**src/rtl/axi_err_responder_if.sv**
```systemverilog
// AXI4 bus bundle for the default/error slave: AW, W, B, AR and R channels.
// The slave modport is the responder side; master is the initiator side.
interface axi_err_responder_if #(
  parameter int ADDR_WIDTH = 32,
  parameter int DATA_WIDTH = 32,
  parameter int ID_WIDTH   = 4
);
  logic                    awvalid;
  logic                    awready;
  logic [ADDR_WIDTH-1:0]   awaddr;
  logic [ID_WIDTH-1:0]     awid;
  logic [7:0]              awlen;
  logic [2:0]              awsize;
  logic [1:0]              awburst;

  logic                    wvalid;
  logic                    wready;
  logic [DATA_WIDTH-1:0]   wdata;
  logic [DATA_WIDTH/8-1:0] wstrb;
  logic                    wlast;

  logic                    bvalid;
  logic                    bready;
  logic [1:0]              bresp;
  logic [ID_WIDTH-1:0]     bid;

  logic                    arvalid;
  logic                    arready;
  logic [ADDR_WIDTH-1:0]   araddr;
  logic [ID_WIDTH-1:0]     arid;
  logic [7:0]              arlen;
  logic [2:0]              arsize;
  logic [1:0]              arburst;

  logic                    rvalid;
  logic                    rready;
  logic [DATA_WIDTH-1:0]   rdata;
  logic [1:0]              rresp;
  logic                    rlast;
  logic [ID_WIDTH-1:0]     rid;

  modport slave (
    input  awvalid, awaddr, awid, awlen, awsize, awburst,
    input  wvalid, wdata, wstrb, wlast,
    input  bready,
    input  arvalid, araddr, arid, arlen, arsize, arburst,
    input  rready,
    output awready, wready, bvalid, bresp, bid,
    output arready, rvalid, rdata, rresp, rlast, rid
  );

  modport master (
    output awvalid, awaddr, awid, awlen, awsize, awburst,
    output wvalid, wdata, wstrb, wlast,
    output bready,
    output arvalid, araddr, arid, arlen, arsize, arburst,
    output rready,
    input  awready, wready, bvalid, bresp, bid,
    input  arready, rvalid, rdata, rresp, rlast, rid
  );
endinterface

```
**src/rtl/axi_err_responder.sv**
```systemverilog
// AXI4 default slave: completes every transaction with a fixed error response.
// Independent read and write FSMs, one outstanding transaction per direction.
module axi_err_responder #(
  parameter int                   ADDR_WIDTH = 32,
  parameter int                   DATA_WIDTH = 32,
  parameter int                   ID_WIDTH   = 4,
  parameter logic [1:0]           ERR_RESP   = 2'b11,
  parameter logic [DATA_WIDTH-1:0] FILL_DATA = '0
) (
  input  logic                  i_clk,
  input  logic                  i_rst,
  axi_err_responder_if.slave    bus,
  output logic                  o_wlast_err,
  output logic [ADDR_WIDTH-1:0] o_last_addr
);

  localparam logic [1:0] W_IDLE = 2'd0;
  localparam logic [1:0] W_DATA = 2'd1;
  localparam logic [1:0] W_RESP = 2'd2;
  localparam logic [0:0] R_IDLE = 1'b0;
  localparam logic [0:0] R_DATA = 1'b1;

  logic [1:0]          w_state, w_next;
  logic                awready_q;
  logic [ID_WIDTH-1:0] bid_q;
  logic [7:0]          awlen_q, wcnt;
  logic                aw_hs, w_hs, w_end, b_hs, wcnt_at_len;

  logic [0:0]          r_state, r_next;
  logic                arready_q;
  logic [ID_WIDTH-1:0] rid_q;
  logic [7:0]          arlen_q, rcnt;
  logic                ar_hs, r_hs, rlast_int;

  // Write path
  assign aw_hs       = bus.awvalid & awready_q;
  assign w_hs        = bus.wvalid & bus.wready;
  assign wcnt_at_len = (wcnt == awlen_q);
  assign w_end       = w_hs & (bus.wlast | wcnt_at_len);
  assign b_hs        = bus.bvalid & bus.bready;

  always_comb begin
    w_next = w_state;
    case (w_state)
      W_IDLE:  if (aw_hs) w_next = W_DATA;
      W_DATA:  if (w_end) w_next = W_RESP;
      W_RESP:  if (b_hs)  w_next = W_IDLE;
      default: w_next = W_IDLE;
    endcase
  end

  // awready is a flop so it stays low through reset and rises one edge after release
  always_ff @(posedge i_clk or posedge i_rst) begin
    if (i_rst) begin
      w_state   <= W_IDLE;
      awready_q <= 1'b0;
      bid_q     <= '0;
      awlen_q   <= '0;
      wcnt      <= '0;
    end else begin
      w_state   <= w_next;
      awready_q <= (w_next == W_IDLE);
      if (aw_hs) begin
        bid_q   <= bus.awid;
        awlen_q <= bus.awlen;
        wcnt    <= '0;
      end else if (w_hs) begin
        wcnt    <= wcnt + 8'd1;
      end
    end
  end

  assign bus.awready = awready_q;
  assign bus.wready  = (w_state == W_DATA);
  assign bus.bvalid  = (w_state == W_RESP);
  assign bus.bresp   = bus.bvalid ? ERR_RESP : 2'b00;
  assign bus.bid     = bid_q;
  assign o_wlast_err = w_end & (bus.wlast ^ wcnt_at_len);

  // Read path
  assign ar_hs     = bus.arvalid & arready_q;
  assign r_hs      = bus.rvalid & bus.rready;
  assign rlast_int = (r_state == R_DATA) & (rcnt == arlen_q);

  always_comb begin
    r_next = r_state;
    case (r_state)
      R_IDLE:  if (ar_hs) r_next = R_DATA;
      R_DATA:  if (r_hs && rlast_int) r_next = R_IDLE;
      default: r_next = R_IDLE;
    endcase
  end

  always_ff @(posedge i_clk or posedge i_rst) begin
    if (i_rst) begin
      r_state   <= R_IDLE;
      arready_q <= 1'b0;
      rid_q     <= '0;
      arlen_q   <= '0;
      rcnt      <= '0;
    end else begin
      r_state   <= r_next;
      arready_q <= (r_next == R_IDLE);
      if (ar_hs) begin
        rid_q   <= bus.arid;
        arlen_q <= bus.arlen;
        rcnt    <= '0;
      end else if (r_hs) begin
        rcnt    <= rcnt + 8'd1;
      end
    end
  end

  assign bus.arready = arready_q;
  assign bus.rvalid  = (r_state == R_DATA);
  assign bus.rdata   = bus.rvalid ? FILL_DATA : '0;
  assign bus.rresp   = bus.rvalid ? ERR_RESP : 2'b00;
  assign bus.rlast   = rlast_int;
  assign bus.rid     = rid_q;

  // Debug capture; a read accepted in the same cycle as a write takes priority
  always_ff @(posedge i_clk or posedge i_rst) begin
    if (i_rst) begin
      o_last_addr <= '0;
    end else if (ar_hs) begin
      o_last_addr <= bus.araddr;
    end else if (aw_hs) begin
      o_last_addr <= bus.awaddr;
    end
  end

  logic unused_inputs;
  assign unused_inputs = ^{bus.awsize, bus.awburst, bus.arsize, bus.arburst,
                           bus.wdata, bus.wstrb};

endmodule

```
**src/flat_wrapper.sv**
```systemverilog
// flat-port wrapper written by rule: the top's interface ports become plain ports
module axi_err_responder_flat 
#(
  parameter int                   ADDR_WIDTH = 32,
  parameter int                   DATA_WIDTH = 32,
  parameter int                   ID_WIDTH   = 4,
  parameter logic [1:0]           ERR_RESP   = 2'b11,
  parameter logic [DATA_WIDTH-1:0] FILL_DATA = '0
)
  (i_clk, i_rst, o_wlast_err, o_last_addr, bus_awvalid, bus_awaddr, bus_awid, bus_awlen, bus_awsize, bus_awburst, bus_wvalid, bus_wdata, bus_wstrb, bus_wlast, bus_bready, bus_arvalid, bus_araddr, bus_arid, bus_arlen, bus_arsize, bus_arburst, bus_rready, bus_awready, bus_wready, bus_bvalid, bus_bresp, bus_bid, bus_arready, bus_rvalid, bus_rdata, bus_rresp, bus_rlast, bus_rid);
  axi_err_responder_if #(.ADDR_WIDTH(ADDR_WIDTH), .DATA_WIDTH(DATA_WIDTH), .ID_WIDTH(ID_WIDTH)) bus_i ();
  input  logic i_clk;
  input  logic i_rst;
  output logic o_wlast_err;
  output logic [ADDR_WIDTH-1:0] o_last_addr;
  input wire logic [$bits(bus_i.awvalid)-1:0] bus_awvalid;
  input wire logic [$bits(bus_i.awaddr)-1:0] bus_awaddr;
  input wire logic [$bits(bus_i.awid)-1:0] bus_awid;
  input wire logic [$bits(bus_i.awlen)-1:0] bus_awlen;
  input wire logic [$bits(bus_i.awsize)-1:0] bus_awsize;
  input wire logic [$bits(bus_i.awburst)-1:0] bus_awburst;
  input wire logic [$bits(bus_i.wvalid)-1:0] bus_wvalid;
  input wire logic [$bits(bus_i.wdata)-1:0] bus_wdata;
  input wire logic [$bits(bus_i.wstrb)-1:0] bus_wstrb;
  input wire logic [$bits(bus_i.wlast)-1:0] bus_wlast;
  input wire logic [$bits(bus_i.bready)-1:0] bus_bready;
  input wire logic [$bits(bus_i.arvalid)-1:0] bus_arvalid;
  input wire logic [$bits(bus_i.araddr)-1:0] bus_araddr;
  input wire logic [$bits(bus_i.arid)-1:0] bus_arid;
  input wire logic [$bits(bus_i.arlen)-1:0] bus_arlen;
  input wire logic [$bits(bus_i.arsize)-1:0] bus_arsize;
  input wire logic [$bits(bus_i.arburst)-1:0] bus_arburst;
  input wire logic [$bits(bus_i.rready)-1:0] bus_rready;
  output wire logic [$bits(bus_i.awready)-1:0] bus_awready;
  output wire logic [$bits(bus_i.wready)-1:0] bus_wready;
  output wire logic [$bits(bus_i.bvalid)-1:0] bus_bvalid;
  output wire logic [$bits(bus_i.bresp)-1:0] bus_bresp;
  output wire logic [$bits(bus_i.bid)-1:0] bus_bid;
  output wire logic [$bits(bus_i.arready)-1:0] bus_arready;
  output wire logic [$bits(bus_i.rvalid)-1:0] bus_rvalid;
  output wire logic [$bits(bus_i.rdata)-1:0] bus_rdata;
  output wire logic [$bits(bus_i.rresp)-1:0] bus_rresp;
  output wire logic [$bits(bus_i.rlast)-1:0] bus_rlast;
  output wire logic [$bits(bus_i.rid)-1:0] bus_rid;
  assign bus_i.awvalid = bus_awvalid;
  assign bus_i.awaddr = bus_awaddr;
  assign bus_i.awid = bus_awid;
  assign bus_i.awlen = bus_awlen;
  assign bus_i.awsize = bus_awsize;
  assign bus_i.awburst = bus_awburst;
  assign bus_i.wvalid = bus_wvalid;
  assign bus_i.wdata = bus_wdata;
  assign bus_i.wstrb = bus_wstrb;
  assign bus_i.wlast = bus_wlast;
  assign bus_i.bready = bus_bready;
  assign bus_i.arvalid = bus_arvalid;
  assign bus_i.araddr = bus_araddr;
  assign bus_i.arid = bus_arid;
  assign bus_i.arlen = bus_arlen;
  assign bus_i.arsize = bus_arsize;
  assign bus_i.arburst = bus_arburst;
  assign bus_i.rready = bus_rready;
  assign bus_awready = bus_i.awready;
  assign bus_wready = bus_i.wready;
  assign bus_bvalid = bus_i.bvalid;
  assign bus_bresp = bus_i.bresp;
  assign bus_bid = bus_i.bid;
  assign bus_arready = bus_i.arready;
  assign bus_rvalid = bus_i.rvalid;
  assign bus_rdata = bus_i.rdata;
  assign bus_rresp = bus_i.rresp;
  assign bus_rlast = bus_i.rlast;
  assign bus_rid = bus_i.rid;
  axi_err_responder #(.ADDR_WIDTH(ADDR_WIDTH), .DATA_WIDTH(DATA_WIDTH), .ID_WIDTH(ID_WIDTH), .ERR_RESP(ERR_RESP), .FILL_DATA(FILL_DATA)) u_core (.i_clk(i_clk), .i_rst(i_rst), .bus(bus_i), .o_wlast_err(o_wlast_err), .o_last_addr(o_last_addr));
endmodule
```
**config.mk**
```make
export PLATFORM = sky130hd
export DESIGN_NAME = axi_err_responder_flat
export DESIGN_NICKNAME = d
export VERILOG_FILES = /design/src/rtl/axi_err_responder_if.sv /design/src/rtl/axi_err_responder.sv /design/src/flat_wrapper.sv
export SDC_FILE = /design/constraint.sdc
export NUM_CORES = 1
export LEC_CHECK = 0
export BUFFER_PORTS_ARGS = -buffer_cell sky130_fd_sc_hd__buf_2
export CAP_MARGIN = 30
export CORE_MARGIN = 3
export CORE_UTILIZATION = 45
export CTS_CLUSTER_SIZE = 24
export DETAILED_ROUTE_END_ITERATION = 8
export PLACE_DENSITY = 0.83
export SETUP_SLACK_MARGIN = 0.1
export SLEW_MARGIN = 20
export SYNTH_ARGS = -nofsm -noshare
export SYNTH_HDL_FRONTEND = slang
export SYNTH_SLANG_ARGS = --single-unit
```
**constraint.sdc**
```tcl
create_clock -name i_clk -period 5.7 [get_ports i_clk]
set_clock_uncertainty 0.05 [all_clocks]
set_input_delay 0.285 -clock i_clk [delete_from_list [all_inputs] [get_ports i_clk]]
set_output_delay 0.285 -clock i_clk [all_outputs]
set_load 0.05 [all_outputs]
```
Word-level counts from Yosys, hierarchy flattened
Cells that the tools add are included.
{ "totals": {"output_inout_bits": 83, "inputBits": 142, "ff_bits": 77, "wordCells": 50} }
{ "classes": {"eq_ne": 4, "bitwise": 12, "add_sub_neg": 2, "n_reduce_logical": 6, "muxes": 15} }
{ "ops": {"columns": ["op", "count"], "rows": [
  ["$mux W32", 2],
  ["$mux W8", 4],
  ["$add A8 B1 Y8 const B", 2],
  ["$eq A8 B8 Y1", 2],
  ["$mux W2", 5],
  ["$and A1 B1 Y1", 8],
  ["$pmux W2 S3", 1],
  ["$reduce_bool A2 Y1", 3],
  ["$logic_not A2 Y1", 2],
  ["$eq A2 B1 Y1 const B", 1],
  ["$eq A2 B2 Y1 const B", 1],
  ["$mux W1", 2],
  ["$not A1 Y1", 2],
  ["$pmux W1 S2", 1],
  ["$logic_and A1 B1 Y1", 1],
  ["$or A1 B1 Y1", 1],
  ["$xor A1 B1 Y1", 1]
]} }

Depth between registers and ports, before layout
Gate-level depths: netlist of run 1.
{ "logic_depth": {"ltp_word": 6, "depth_mapped": 6, "ltp_nobuf": 6} }

Worst setup path after synthesis of run 1
No wires, ideal clock.
{ "synth_path": {"kind": "reg2out", "start": "register u_core.r_state, in the netlist u_core.bus.rvalid", "end": "output port bus_rlast", "stages_incl_launch_ff": 3, "arrival_ps": 2395, "n_path_buf": 0, "slack_ps": 2970, "path_cell_list": "dfrtp_1 inv_1 nor4_1"} }
{ "synth_between": {"elab_chain_cells": 1} }
{ "synth_lines": {"columns": ["item", "line_no", "text"], "rows": [
  ["start: declaration", "axi_err_responder.sv:29", "logic [0:0] r_state, r_next;"],
  ["start signal: assignment", "axi_err_responder.sv:102", "r_state <= r_next;"],
  ["$and A1 B1 Y1", "axi_err_responder.sv:83", "assign rlast_int = (r_state == R_DATA) & (rcnt == arlen_q);"],
  ["end: declaration", "flat_wrapper.sv:43", "output wire logic [$bits(bus_i.rlast)-1:0] bus_rlast;"]
]} }
No other way between the ends.

Worst setup path after layout of run 1
{ "layout_path": {"start": "register u_core.wcnt[1]", "end": "output port o_wlast_err"} }
{ "layout_between": {"elab_chain_cells": 4, "word_cells_on_any_way": 5} }
{ "layout_lines": {"columns": ["item", "line_no", "text"], "rows": [
  ["start: declaration", "axi_err_responder.sv:26", "logic [7:0] awlen_q, wcnt;"],
  ["start signal: assignment", "axi_err_responder.sv:68", "wcnt <= wcnt + 8'd1;"],
  ["$eq A8 B8 Y1 *", "axi_err_responder.sv:38", "assign wcnt_at_len = (wcnt == awlen_q);"],
  ["$or A1 B1 Y1", "axi_err_responder.sv:39", "assign w_end = w_hs & (bus.wlast | wcnt_at_len);"],
  ["$and A1 B1 Y1", "axi_err_responder.sv:39", null],
  ["$and A1 B1 Y1 *", "axi_err_responder.sv:78", "assign o_wlast_err = w_end & (bus.wlast ^ wcnt_at_len);"],
  ["end: declaration", "flat_wrapper.sv:14", "output logic o_wlast_err;"]
]} }
Mark *: on every way between the ends. The rest lies on a longest branch, timed or not.

==> flow_results.org, run 1 <==
** Outcome
- Outcome :: finished clean

** Global routing
- GR met3 Demand/Resource :: 5.00%
- Global routing finished with a remaining overflow of 0.
- The via count of the first global-routing pass came to 3398.
- First-pass GRT wire length :: 15.3 mm
- Entering global routing, the biggest net connects 78 pins.
- Global routing consumed, over all layers together, 19.3% of the routing resources.
- Grt met1 use :: 21.8%
- The number of antenna violations at the first check in global routing was 0.
- Most used routing layer :: met2
- Met2 Use GR :: 35.4%

** Power and ir drop
- Design internal power :: 1.35 mW
- Combinational share of power :: 52.3%
- Power spent charging and discharging nets :: 1.43 mW
- Flop pwr share :: 34.0%
- Leakage power :: 2.50 nW
- The clock network accounts for 13.7% of the total power.
- Net switching is 51.4% of the power.
- VDD sags by at most 0.345 mV.
- P per Cell Area :: 595 nW/um2

** Clock network
- Clock-pin slew was measured on the worst setup and hold paths at 80 ps.
- For this design, the sink count on the clock tree is 77.
- TritonCTS created 9 clock buffers.
- At the later pin of the worst-skew pair, clock insertion delay measures 350 ps.
- In this run the clock root is driven by a sky130_fd_sc_hd__clkbuf_8.
- Clock Tree Buf Depth :: 2
- Maximum level of the CTS H-tree :: 3
- CTS tree :: built

** Routing
- In the routed design, unresolved DRC markers number 0.
- Overall via count from detail_route :: 3360
- Final routed wire length divided by cell count :: 13.3 um
- ANT nets after route :: 0
- After the first detailed-routing iteration, the DRC count stood at 98.
- The routed design has 9.10 mm of wire.
- The first TritonRoute pass finished after 5 iterations.
- Ratio of routed vias to standard cells :: 4.93

** STA
- At the pin with the least slew margin, the transition time is 727 ps.
- Subtracting the final worst setup slack from the clock period gives 2450 ps.
- In this run the tightest slew margin relative to its limit is 51.5%.
- Setup violations remaining at the end of the flow were counted as 0.
- Fmax :: 408 MHz
- The number of hold violations in the final report is 0.
- Max-slew violation count :: 0
- After layout, the worst path uses 43.0% of the clock period.
- In the final timing run, aggregate negative setup slack is 0 ps.
- Setup repair after global routing left no endpoint under its margin.

** Floorplanning
- Area of the core :: 7930 um2
- The die covers 9550 um2.
- Initial standard-cell utilization of the core :: 47.8%
- Width of the die :: 97.7 um
- In this run the vertical extent of the chip is 97.7 um.
- I/O pin count :: 225
- Std-Cell Rows :: 32

** Yosys
- In this run, synthesis produced a sequential element count of 77.
- Of the synthesized area, sequential elements account for 50.9%.
- In the post-synthesis netlist, the cell with the most instances is sky130_fd_sc_hd__nand2_1.
- Yosys printed 0 warnings.
- The synthesized design contains 0 enable-type register cells.
- The commonest cells after synthesis are 148 x sky130_fd_sc_hd__nand2_1, 77 x sky130_fd_sc_hd__dfrtp_1, 39 x sky130_fd_sc_hd__nor2_1.
- Synthesis produced a netlist whose cell count is 438.
- The biggest area contributor in the post-synthesis netlist is sky130_fd_sc_hd__dfrtp_1.
- Counting distinct cell types in the post-synthesis netlist gives 34.
- Fraction of registers with async set or reset after synthesis :: 100%
- Main flop type after synthesis :: sky130_fd_sc_hd__dfrtp_1
- The synthesized netlist occupies a cell area of 3790 um2.
- Area share of the leading cell type in the synthesized netlist :: 50.9%
- Synthesized area per cell :: 8.65 um2
- Synth top area cells :: sky130_fd_sc_hd__dfrtp_1 51%, sky130_fd_sc_hd__nand2_1 15%, sky130_fd_sc_hd__buf_4 7.1%, sky130_fd_sc_hd__a31oi_1 5.3%, sky130_fd_sc_hd__nor2_1 3.9%

** Setup path
- Kind of end point of the critical path :: output pin
- Peak fanout along the critical path :: 5
- Data arrival time of the worst path :: 2110 ps
- The worst setup path is launched from a flop.
- Category of the critical setup timing path :: flop to output pin
- STA puts the critical path data required time at 5370 ps.

** Placement
- Buffers placed on the I/O ports in this run total 146.
- After detailed placement, the total cell area comes to 4440 um2.
- Placer congestion estimate :: 0.779
- After detailed placement, the design holds a cell count of 664.
- The wire-length estimate of the detail-placed layout is 6.50 mm.

** Layout
- Leaving out filler cells and counting taps, the final layout contains 682.
- Antenna diodes :: 0
- Filler cell count :: 720
- The finished cells cover 4680 um2.
- Area Overhead vs Synth :: 23.7%
- Net count of the finished layout :: 721
- Layout cell share with drive strength beyond 1 :: 29.5%
- Fin util :: 59.1%

** Hold path
- Path category of the worst min-delay check :: input port to flop

** Flow run
- Max-cap violations :: 0
## power by group through the flow
stage	Sequential [mW]	Clock [mW]	Combinational, mW
finish	0.948	0.383	1.46
CTS	0.949	0.395	1.45
global route	0.979	0.420	1.57
floorplan	1.48	0	0.610
global placement	0.940	0	1.41
detailed placement	0.959	0	1.45
## cells in the final DEF, fill, tap and decap left out, types with 2 or more instances in the layout
cell type,count
sky130_fd_sc_hd__buf_2,146
sky130_fd_sc_hd__nor2_1,39
sky130_fd_sc_hd__xor2_1,12
sky130_fd_sc_hd__ha_1,3
sky130_fd_sc_hd__dfrtp_1,77
sky130_fd_sc_hd__conb_1,32
sky130_fd_sc_hd__nand2_1,147
sky130_fd_sc_hd__nand3_1,4
sky130_fd_sc_hd__and2_1,2
sky130_fd_sc_hd__xnor2_1,8
sky130_fd_sc_hd__a21oi_1,11
sky130_fd_sc_hd__buf_4,3
sky130_fd_sc_hd__a31oi_1,32
sky130_fd_sc_hd__or3_1,6
sky130_fd_sc_hd__clkinvlp_4,2
sky130_fd_sc_hd__o21ai_0,7
sky130_fd_sc_hd__o31ai_1,4
sky130_fd_sc_hd__nor4_1,3
sky130_fd_sc_hd__or4_1,4
sky130_fd_sc_hd__nand2_2,2
sky130_fd_sc_hd__inv_1,3
sky130_fd_sc_hd__nand4_1,4
sky130_fd_sc_hd__clkbuf_8,12
## final timing paths
path	cells past startpoint	endpoint	from	slack (ps)
hold / removal	3	u_core.bus.rid[2]$_DFFE_PP0P_	bus_arid[2]	60
hold reg to reg	2	u_core.bus.rid[3]$_DFFE_PP0P_	u_core.bus.rid[3]$_DFFE_PP0P_	420
setup / recovery	7	o_wlast_err	u_core.wcnt[1]$_DFFE_PP0P_	3250
setup reg to reg	6	u_core.w_state[0]$_DFF_PP0_	u_core.wcnt[1]$_DFFE_PP0P_	4090
max in group asynchronous	5	u_core.o_last_addr[17]$_DFFE_PP0P_	i_rst	4500
min in group asynchronous	4	u_core.bus.bid[2]$_DFFE_PP0P_	i_rst	520
## metal layers
metal,up-vias,wire [um]
li1,1648,-
met4,0,144
met1,1585,3590
met5,-,0
met2,112,4780
met3,15,580
## per-stage QoR
step | hold slack (ps) | power (mW) | setup WS, ps
5_1_grt | 67.8 | 2.97 | 3110
3_3_place_gp | 405 | 2.35 | 3610
2_1_floorplan | 340 | 2.09 | 2970
6_report | 63.8 | 2.79 | 3250
3_5_place_dp | 412 | 2.41 | 3610
4_1_cts | 56.9 | 2.80 | 3220
## kinds of logic (layout without fill, tap and decap cells)
group                    count (synthesis)  count (layout)  share of synthesized area [%]
XOR/XNOR                                20              20                           4.63
other                                    1              32                         0.0990
AND/OR/NAND/NOR                        219             219                           24.4
multiplexers                             1               1                          0.264
buffers and inverters                   60             171                           9.58
AO/OA/AOI/OAI                           57              57                           9.18
flip-flops                              77              77                           50.9
adder cells (fa/ha/maj)                  3               3                          0.991
## timing repair
item                                   4_1_cts  5_1_grt
setup buffers                                0        0
gates resized for setup                      0        0
hold buffers                                 0        1
endpoints found under the hold margin        0       22
## state kept, by name, indices dropped and copies added (netlist names)
| name | cells |
|---|---|
| u_core.o_last_addr | 32 |
| u_core.arlen_q | 8 |
| u_core.awlen_q | 8 |
| u_core.rcnt | 8 |
| u_core.wcnt | 8 |
| u_core.bus.bid | 4 |
| u_core.bus.rid | 4 |
| u_core.w_state | 2 |
| u_core.bus.arready | 1 |
| u_core.bus.awready | 1 |
| u_core.bus.rvalid | 1 |
## critical path: stages (launching register included)
cell and delay (ps):
sky130_fd_sc_hd__dfrtp_1 460, sky130_fd_sc_hd__xor2_1 170, sky130_fd_sc_hd__nor4_1 290, sky130_fd_sc_hd__nand2_1 120
sky130_fd_sc_hd__ha_1 210, sky130_fd_sc_hd__nor2_1 130, sky130_fd_sc_hd__and2_1 140, sky130_fd_sc_hd__buf_2 250
## cell type report
type	count	area (um2)	area share, %
Clock inverter	3	20.0	0.427
Clock buffer	12	165	3.53
Tap cell	102	128	2.73
Sequential cell	77	1930	41.1
Timing Repair Buffer	152	811	17.3
Inverter	4	15.0	0.321
Multi-Input combinational cell	332	1620	34.5
Power figures use the tool's default switching activity.
==> run 2, diff against run 1 <==
--- a/config.mk
+++ b/config.mk
@@ -5,13 +5,14 @@
 export SDC_FILE = /design/constraint.sdc
 export NUM_CORES = 1
 export LEC_CHECK = 0
+export ABC_AREA = 1
 export BUFFER_PORTS_ARGS = -buffer_cell sky130_fd_sc_hd__buf_2
 export CAP_MARGIN = 30
 export CORE_MARGIN = 3
-export CORE_UTILIZATION = 45
+export CORE_UTILIZATION = 40
 export CTS_CLUSTER_SIZE = 24
 export DETAILED_ROUTE_END_ITERATION = 8
-export PLACE_DENSITY = 0.83
+export PLACE_DENSITY = 0.77
 export SETUP_SLACK_MARGIN = 0.1
 export SLEW_MARGIN = 20
 export SYNTH_ARGS = -nofsm -noshare
==> constraint.sdc (replaced) <==
create_clock -name i_clk -period 1.95 [get_ports i_clk]
set_clock_uncertainty 0.05 [all_clocks]
set_input_delay 0.0975 -clock i_clk [delete_from_list [all_inputs] [get_ports i_clk]]
set_output_delay 0.0975 -clock i_clk [all_outputs]
set_load 0.05 [all_outputs]
==> flow_results.org, run 2 <==
** Outcome
- The run finished, with violations left.
- Violations in the final reports :: negative setup slack

** Clock network
- CTS saw 77 sinks.
- Post-CTS clock slew at the launch and capture registers of the worst setup and hold paths :: 90 ps
- CTS tree :: built
- In this run, CTS created clock tree buffers numbering 9.
- Clock Tree Buf Depth :: 2
- Maximum level of the CTS H-tree :: 3
- Clock tree synthesis selected as its root buffer the cell sky130_fd_sc_hd__clkbuf_8.
- The clock reaches the later pin of the worst-skew pair after 350 ps.

** Setup path
- Data on the critical path is required at its endpoint by 2130 ps.
- Peak fanout along the critical path :: 2
- Category of the critical setup timing path :: flop to flop
- Tracing the worst setup path back leads to its startpoint at u_core.awlen_q[6]$_DFFE_PP0P_.
- Data on the critical path arrives at its endpoint at 2270 ps.
- Startpoint class of the critical path :: flop
- Kind of end point of the critical path :: flop
- The worst register-to-register path begins at u_core.awlen_q[6]$_DFFE_PP0P_.

** Floorplanning
- From bottom edge to top edge, the die measures 105 um.
- I/O pin count :: 225
- Die area :: 11000 um2
- Area of the core :: 9370 um2
- The initial utilization of the core area, before any placement, comes to 41.7%.
- Measured along the x axis, the die boundary spans 105 um.
- Row generation in the floorplan step produced 35 rows.

** Power and ir drop
- P per Cell Area :: 1350 nW/um2
- Combinational logic burns 49.2% of the power.
- The internal portion of the total power is 3.88 mW.
- Power comes to 7.57 mW.
- Registers are responsible for 34.3% of the overall power.
- In this run switching power makes up 48.8% of total power.
- Leakage power :: 2.91 nW
- Portion of total power attributed to the clock network :: 16.5%
- Power spent charging and discharging nets :: 3.70 mW
- IR analysis of the VDD net gives a maximum drop of 0.754 mV.

** STA
- The final-report max-slew violation count was 0.
- Final period util :: 107%
- Min cycle time layout :: 2090 ps
- Setup violations remaining at the end of the flow were counted as 2.
- Fmax :: 478 MHz
- Setup repair after global routing could not meet its margin everywhere.
- The number of hold violations in the final report was 0.
- Worst Max-Slew Pin Slew :: 506 ps
- Min setup slack post-route :: -140 ps
- Measured against its own limit, the worst slew margin works out to 66.1%.

** Yosys
- Number of synthesized register bits :: 77
- After synthesis, the most frequently instantiated cells are 99 x sky130_fd_sc_hd__nand2_1, 77 x sky130_fd_sc_hd__dfrtp_1, 68 x sky130_fd_sc_hd__o21ai_0.
- Of all cell types, the one taking the most synthesized area is sky130_fd_sc_hd__dfrtp_1.
- The number of different library cells used by synthesis comes to 30.
- Number of enable-type register cells in the synthesized netlist :: 0
- Yosys instantiated no cell more often than sky130_fd_sc_hd__nand2_1.
- Synth top area cells :: sky130_fd_sc_hd__dfrtp_1 49%, sky130_fd_sc_hd__nand2_1 9.5%, sky130_fd_sc_hd__o21ai_0 8.7%, sky130_fd_sc_hd__buf_4 6.9%, sky130_fd_sc_hd__nand3_1 5.0%
- Fraction of registers with async set or reset after synthesis :: 100%
- Main flop type after synthesis :: sky130_fd_sc_hd__dfrtp_1
- Area share of the leading cell type in the synthesized netlist :: 49.3%
- Post-Synthesis Cell Area :: 3900 um2
- After synthesis, flip-flops and latches occupy 49.3% of the total area.
- During synthesis, Yosys emitted a total of 0 warnings.
- The cell count after synthesis came out at 473.
- Averaged over all synthesized cells, the footprint is 8.26 um2.

** Global routing
- Number of global-route vias before repair :: 3754
- First-pass GRT wire length :: 17.7 mm
- Global routing consumed, over all layers together, 19.5% of the routing resources.
- Total overflow reported by the global router :: 0
- Entering global routing, the biggest net connects 78 pins.
- The number of antenna violations at the first check in global routing came to 0.

** Placement
- Placed instance count :: 727
- Detailed placement ended at an HPWL of 6.66 mm.
- Port buffering added 146 buffers.
- Placer congestion estimate :: 0.827

** Layout
- Final non-filler cell total :: 820
- Leaving out fill and tap cells, the most frequent cell in the layout is sky130_fd_sc_hd__buf_2.
- Reg with most FFs :: u_core.o_last_addr
- Net count of the finished layout :: 831
- Layout cell share with drive strength beyond 1 :: 29.5%
- The repair_antennas step left the layout with diodes totalling 0.
- Flip-flop count of the largest register, all copies and words added :: 32
- Area Overhead vs Synth :: 43.4%
- Filler cell count :: 792
- The top cell types in the final layout, fill and taps aside, are 144 x sky130_fd_sc_hd__buf_2, 99 x sky130_fd_sc_hd__nand2_1, 77 x sky130_fd_sc_hd__dfrtp_1, 68 x sky130_fd_sc_hd__o21ai_0, 61 x sky130_fd_sc_hd__dlygate4sd3_1.

** Routing
- After detailed routing, the average wire length per cell comes to 13.2 um.
- After detailed routing, the met2 layer carries 5.70 mm of wire.
- Wires add up to 10.8 mm.
- In the routed design, unresolved DRC markers number 0.
- The routed layout has 3880 vias.
- First-pass DRT Iterations :: 4
- Ratio of routed vias to standard cells :: 4.73
- After detailed routing, the wire length on met1 is 4.31 mm.
- Routed length on met3 :: 619 um
- Top Layer Used :: met4
- In this run the remaining antenna-violating nets after routing total 0.
- The first routing iteration left 197 violations.

** Hold path
- In this run the worst hold path is classified as input port to flop.
- Hold Path Origin :: bus_araddr[26]

** Flow run
- Max-cap violations :: 0
==> run 2: worst paths after layout <==
path | endpoint | slack (ps) | cells past startpoint
min in group asynchronous | u_core.arlen_q[4]$_DFFE_PP0P_ | 370 | 4
max | u_core.w_state[0]$_DFF_PP0_ | -140 | 13
min | u_core.o_last_addr[26]$_DFFE_PP0P_ | 10 | 3
max reg2reg | u_core.w_state[0]$_DFF_PP0_ | -140 | 13
max in group asynchronous | u_core.o_last_addr[12]$_DFFE_PP0P_ | 1160 | 4
min reg2reg | u_core.bus.bid[1]$_DFFE_PP0P_ | 430 | 2
==> run 2: power groups by stage <==
| stage | Clock [mW] | Sequential (mW) | Combinational [mW] |
|---|---|---|---|
| final | 1.25 | 2.60 | 3.72 |
| after global routing | 1.36 | 2.68 | 4.02 |
| after CTS | 1.29 | 2.59 | 3.67 |
| after detailed placement | 0 | 2.61 | 3.50 |
| after global placement | 0 | 2.59 | 3.43 |
| after floorplan | 0 | 3.88 | 1.44 |
==> run 2: area by class of cell <==
type	instances	area, um2	area share [%]
Sequential cell	77	1930	34.4
Multi-Input combinational cell	341	1640	29.3
Timing Repair Buffer	231	1560	27.8
Tap cell	129	161	2.88
Clock buffer	9	124	2.21
Inverter	26	101	1.81
Clock inverter	7	82.6	1.48
==> run 2: cell families (layout without fill, tap and decap cells) <==
kind of cell,count (synthesis),count (layout),share of synthesized area (%)
and+or+nand+nor,204,204,22.6
buffers and inverters,86,273,12.4
xor gates and xnor gates,15,15,3.36
AOI/OAI and AO/OA,87,87,11.2
other,1,32,0.0960
DFF,77,77,49.3
adders and majority gates,3,3,0.961
==> run 2: timing repair <==
action	in CTS	in global routing
resized for setup	8	5
buffers inserted	12	5
hold endpoints to repair	127	0
endpoints found under the setup margin	1	3
hold buffers	61	0
pin swaps	5	4
cloned	0	0
==> run 2: routing by layer <==
layer  vias to the layer above  global-route usage, %
met5                         -                      0
met4                         0                   7.78
met3                        22                   4.08
met2                       151                   34.6
met1                      1826                   23.0
li1                       1881                      -
==> run 2: stage by stage <==
step | hold WS [ps] | cell area, um2 | util (%) | TNS (ps) | setup slack [ps]
final | 10.5 | 5600 | 59.7 | -252 | -140
after global routing | 12.4 | 5600 | 59.7 | -484 | -243
after CTS | 0.231 | 5550 | 59.3 | -207 | -126
after detailed placement | 204 | 4620 | 49.3 | 0 | 47.5
after global placement | 193 | 4620 | 49.3 | 0 | 97.4
after floorplan | 157 | 4030 | - | 0 | 20.2
==> run 2: worst max-delay path, cell delays in order (launching register included) <==
cell                      delay (ps)
sky130_fd_sc_hd__dfrtp_1         420
sky130_fd_sc_hd__xnor2_1         190
sky130_fd_sc_hd__nand4_1         120
sky130_fd_sc_hd__or2_4           270
sky130_fd_sc_hd__ha_4            160
sky130_fd_sc_hd__nor2_4           90
sky130_fd_sc_hd__buf_4           120
sky130_fd_sc_hd__buf_6            80
sky130_fd_sc_hd__buf_4            90
sky130_fd_sc_hd__buf_4            90
sky130_fd_sc_hd__buf_4            90
sky130_fd_sc_hd__buf_4            90
sky130_fd_sc_hd__buf_4            90
sky130_fd_sc_hd__nor2_1           30
==> run 3, diff against run 2 <==
--- a/config.mk
+++ b/config.mk
@@ -12,6 +12,7 @@
 export CORE_UTILIZATION = 40
 export CTS_CLUSTER_SIZE = 24
 export DETAILED_ROUTE_END_ITERATION = 8
+export HOLD_SLACK_MARGIN = 0.05
 export PLACE_DENSITY = 0.77
 export SETUP_SLACK_MARGIN = 0.1
 export SLEW_MARGIN = 20
==> flow_results.org, run 3 (same netlist as run 2, synthesis figures left out) <==
** Routing
- Final routed wire length divided by cell count :: 13.5 um
- Using the TritonRoute via totals, the vias-per-cell ratio works out to 4.80.
- The first TritonRoute pass finished after 5 iterations.
- The count of nets left with antenna violations once routing finished came out at 0.
- The final route contains 4060 vias.
- Summed over all layers, the routed wires come to 11.4 mm.
- # DRC :: 0
- Number of design-rule violations left by the first detailed-router iteration :: 231

** Global routing
- Pin count of the biggest net entering global routing :: 78
- Global routing consumed, over all layers together, 20.9% of the routing resources.
- Total overflow reported by the global router :: 0
- Number of global-route vias before repair :: 4056
- The first global-routing pass estimated 19.0 mm of wire.
- The number of antenna violations at the first check in global routing came to 0.

** Layout
- Most frequent cells in the layout :: 144 x sky130_fd_sc_hd__buf_2, 99 x sky130_fd_sc_hd__nand2_1, 87 x sky130_fd_sc_hd__dlygate4sd3_1, 77 x sky130_fd_sc_hd__dfrtp_1, 68 x sky130_fd_sc_hd__o21ai_0
- The area growth from synthesis to layout is 50.0%.
- Reg with most FFs :: u_core.o_last_addr
- Filler cell count :: 748
- Layout cell share with drive strength beyond 1 :: 28.5%
- The repair_antennas step left the layout with diodes totalling 0.
- The final layout contains 857 nets.
- At the end of the flow the core is filled with cells to 62.5%.
- Most common library cell in the layout ignoring fill and taps :: sky130_fd_sc_hd__buf_2
- Flip-flop count of the largest register, all copies and words added :: 32

** STA
- After layout, the minimum clock period comes to 2090 ps.
- For the pin with the worst max-slew slack, the measured transition is 515 ps.
- Final period util :: 107%
- In this run the tightest slew margin relative to its limit is 65.6%.
- Fmax :: 479 MHz
- Worst hold-check slack :: 56.7 ps
- Hold Vio Cnt, Final :: 0
- Max-slew violation count :: 0
- Setup Viol. Count Final :: 2
- RSZ-0062 raised after global routing :: yes
- After layout, the worst setup slack is -137 ps.

** Placement
- Placer congestion estimate :: 0.827
- Port buffer count :: 146
- Detailed placement HPWL :: 6.66 mm

** Clock network
- No sink is reached through more buffers than the 2 on the longest clock path.
- TritonCTS created 9 clock buffers.
- After clock tree synthesis, the clock-pin slew on the worst setup and hold paths is 90 ps.
- The H-tree was split into 3 levels.
- TritonCTS built the clock tree.
- Total clock sinks :: 77
- The tree is rooted in a sky130_fd_sc_hd__clkbuf_8.
- The clock reaches the later pin of the worst-skew pair after 350 ps.

** Floorplanning
- I/O pin count :: 225
- Measured along the y axis, the die boundary spans 105 um.
- The die covers 11000 um2.
- Std-Cell Rows :: 35
- For this configuration, the core starts out at a cell density of 41.7%.
- The total area inside the core boundary comes to 9370 um2.
- The die is 105 um wide.

** Setup path
- Startpoint class of the critical path :: flop
- The worst setup path is of the flop to flop kind.
- Timing startpoint of the critical path :: u_core.awlen_q[6]$_DFFE_PP0P_
- Origin of the critical flop-to-flop path :: u_core.awlen_q[6]$_DFFE_PP0P_
- The worst setup path is captured at a flop.
- Along the worst path, the maximum fanout reaches 2.
- Worst Path Required :: 2130 ps
- Data arrival time of the worst path :: 2270 ps

** Power and ir drop
- Leakage power :: 3.02 nW
- IR analysis of the VDD net gives a maximum drop of 0.831 mV.
- In this run the power density over the cells is 1300 nW/um2.
- Final Power :: 7.63 mW

** Outcome
- The final reports fail on negative setup slack.
- The run finished, with violations left.

** Flow run
- Max-cap violations in this run came to 0.

** Hold path
- The tightest min-delay check is of the input port to flop type.
- The worst hold path begins at bus_araddr[12].
==> run 3: cell types whose count changed in the layout (fill, tap and decap cells not counted), sizes merged <==
cell         change
dlygate4sd3     +26
==> run 3: path summary, 6_finish.rpt <==
path                                                       to  slack (ps)  depth (start not counted)
max reg2reg                       u_core.w_state[0]$_DFF_PP0_        -140                         13
min reg2reg                     u_core.bus.bid[1]$_DFFE_PP0P_         430                          2
min                        u_core.o_last_addr[12]$_DFFE_PP0P_          60                          3
min in group asynchronous         u_core.bus.rvalid$_DFF_PP0_         370                          4
max                               u_core.w_state[0]$_DFF_PP0_        -140                         13
max in group asynchronous  u_core.o_last_addr[12]$_DFFE_PP0P_        1160                          4
==> run 3: where the power goes <==
part	leakage, nW	internal [mW]	switching [mW]
clock	0.0980	0.609	0.642
sequential	0.955	2.18	0.417
combinational	1.97	1.12	2.66
total	3.02	3.91	3.72
==> run 3: timing repair <==
action | in CTS | in global routing
pin swaps | 5 | 4
hold endpoints to repair | 136 | 0
setup endpoints to repair | 1 | 3
buffers inserted | 12 | 5
resized for setup | 8 | 5
hold buffers | 87 | 0
==> run 3: layout make-up <==
| class | count | area [um2] | area share (%) |
|---|---|---|---|
| clock inverters | 7 | 82.6 | 1.41 |
| multi-input cells | 341 | 1640 | 28.0 |
| inverters | 26 | 101 | 1.73 |
| well taps | 129 | 161 | 2.76 |
| repair buffers | 257 | 1820 | 31.1 |
| flip-flops and latches | 77 | 1930 | 32.9 |
| clock buffers | 9 | 124 | 2.11 |
==> run 3: metal layers <==
layer	track usage [%]	vias up	wire length [um]	share of wire, %
met5	0	-	0	0
li1	-	1932	-	-
met1	24.3	1860	4340	38
met3	4.63	57	799	7.0
met2	35.1	211	5720	50
met4	12.8	0	582	5.1
==> run 3: critical path, cell delays in order, from the launching register on <==
cell and delay, ps:
sky130_fd_sc_hd__dfrtp_1 410, sky130_fd_sc_hd__xnor2_1 190, sky130_fd_sc_hd__nand4_1 120, sky130_fd_sc_hd__or2_4 270, sky130_fd_sc_hd__ha_4 160, sky130_fd_sc_hd__nor2_4 90, sky130_fd_sc_hd__buf_4 120, sky130_fd_sc_hd__buf_6 80
sky130_fd_sc_hd__buf_4 90, sky130_fd_sc_hd__buf_4 90, sky130_fd_sc_hd__buf_4 90, sky130_fd_sc_hd__buf_4 90, sky130_fd_sc_hd__buf_4 90, sky130_fd_sc_hd__nor2_1 30
==> run 3: metrics by stage <==
step                worst slack (ps)  TNS (ps)  cell area [um2]  cells
floorplan                       20.2         0             4030    504
global placement                97.4         0             4620    727
detailed placement              47.5         0             4620    727
CTS                             -126      -207             5810    842
global route                    -243      -482             5860    846
finish                          -137      -247             5860    846
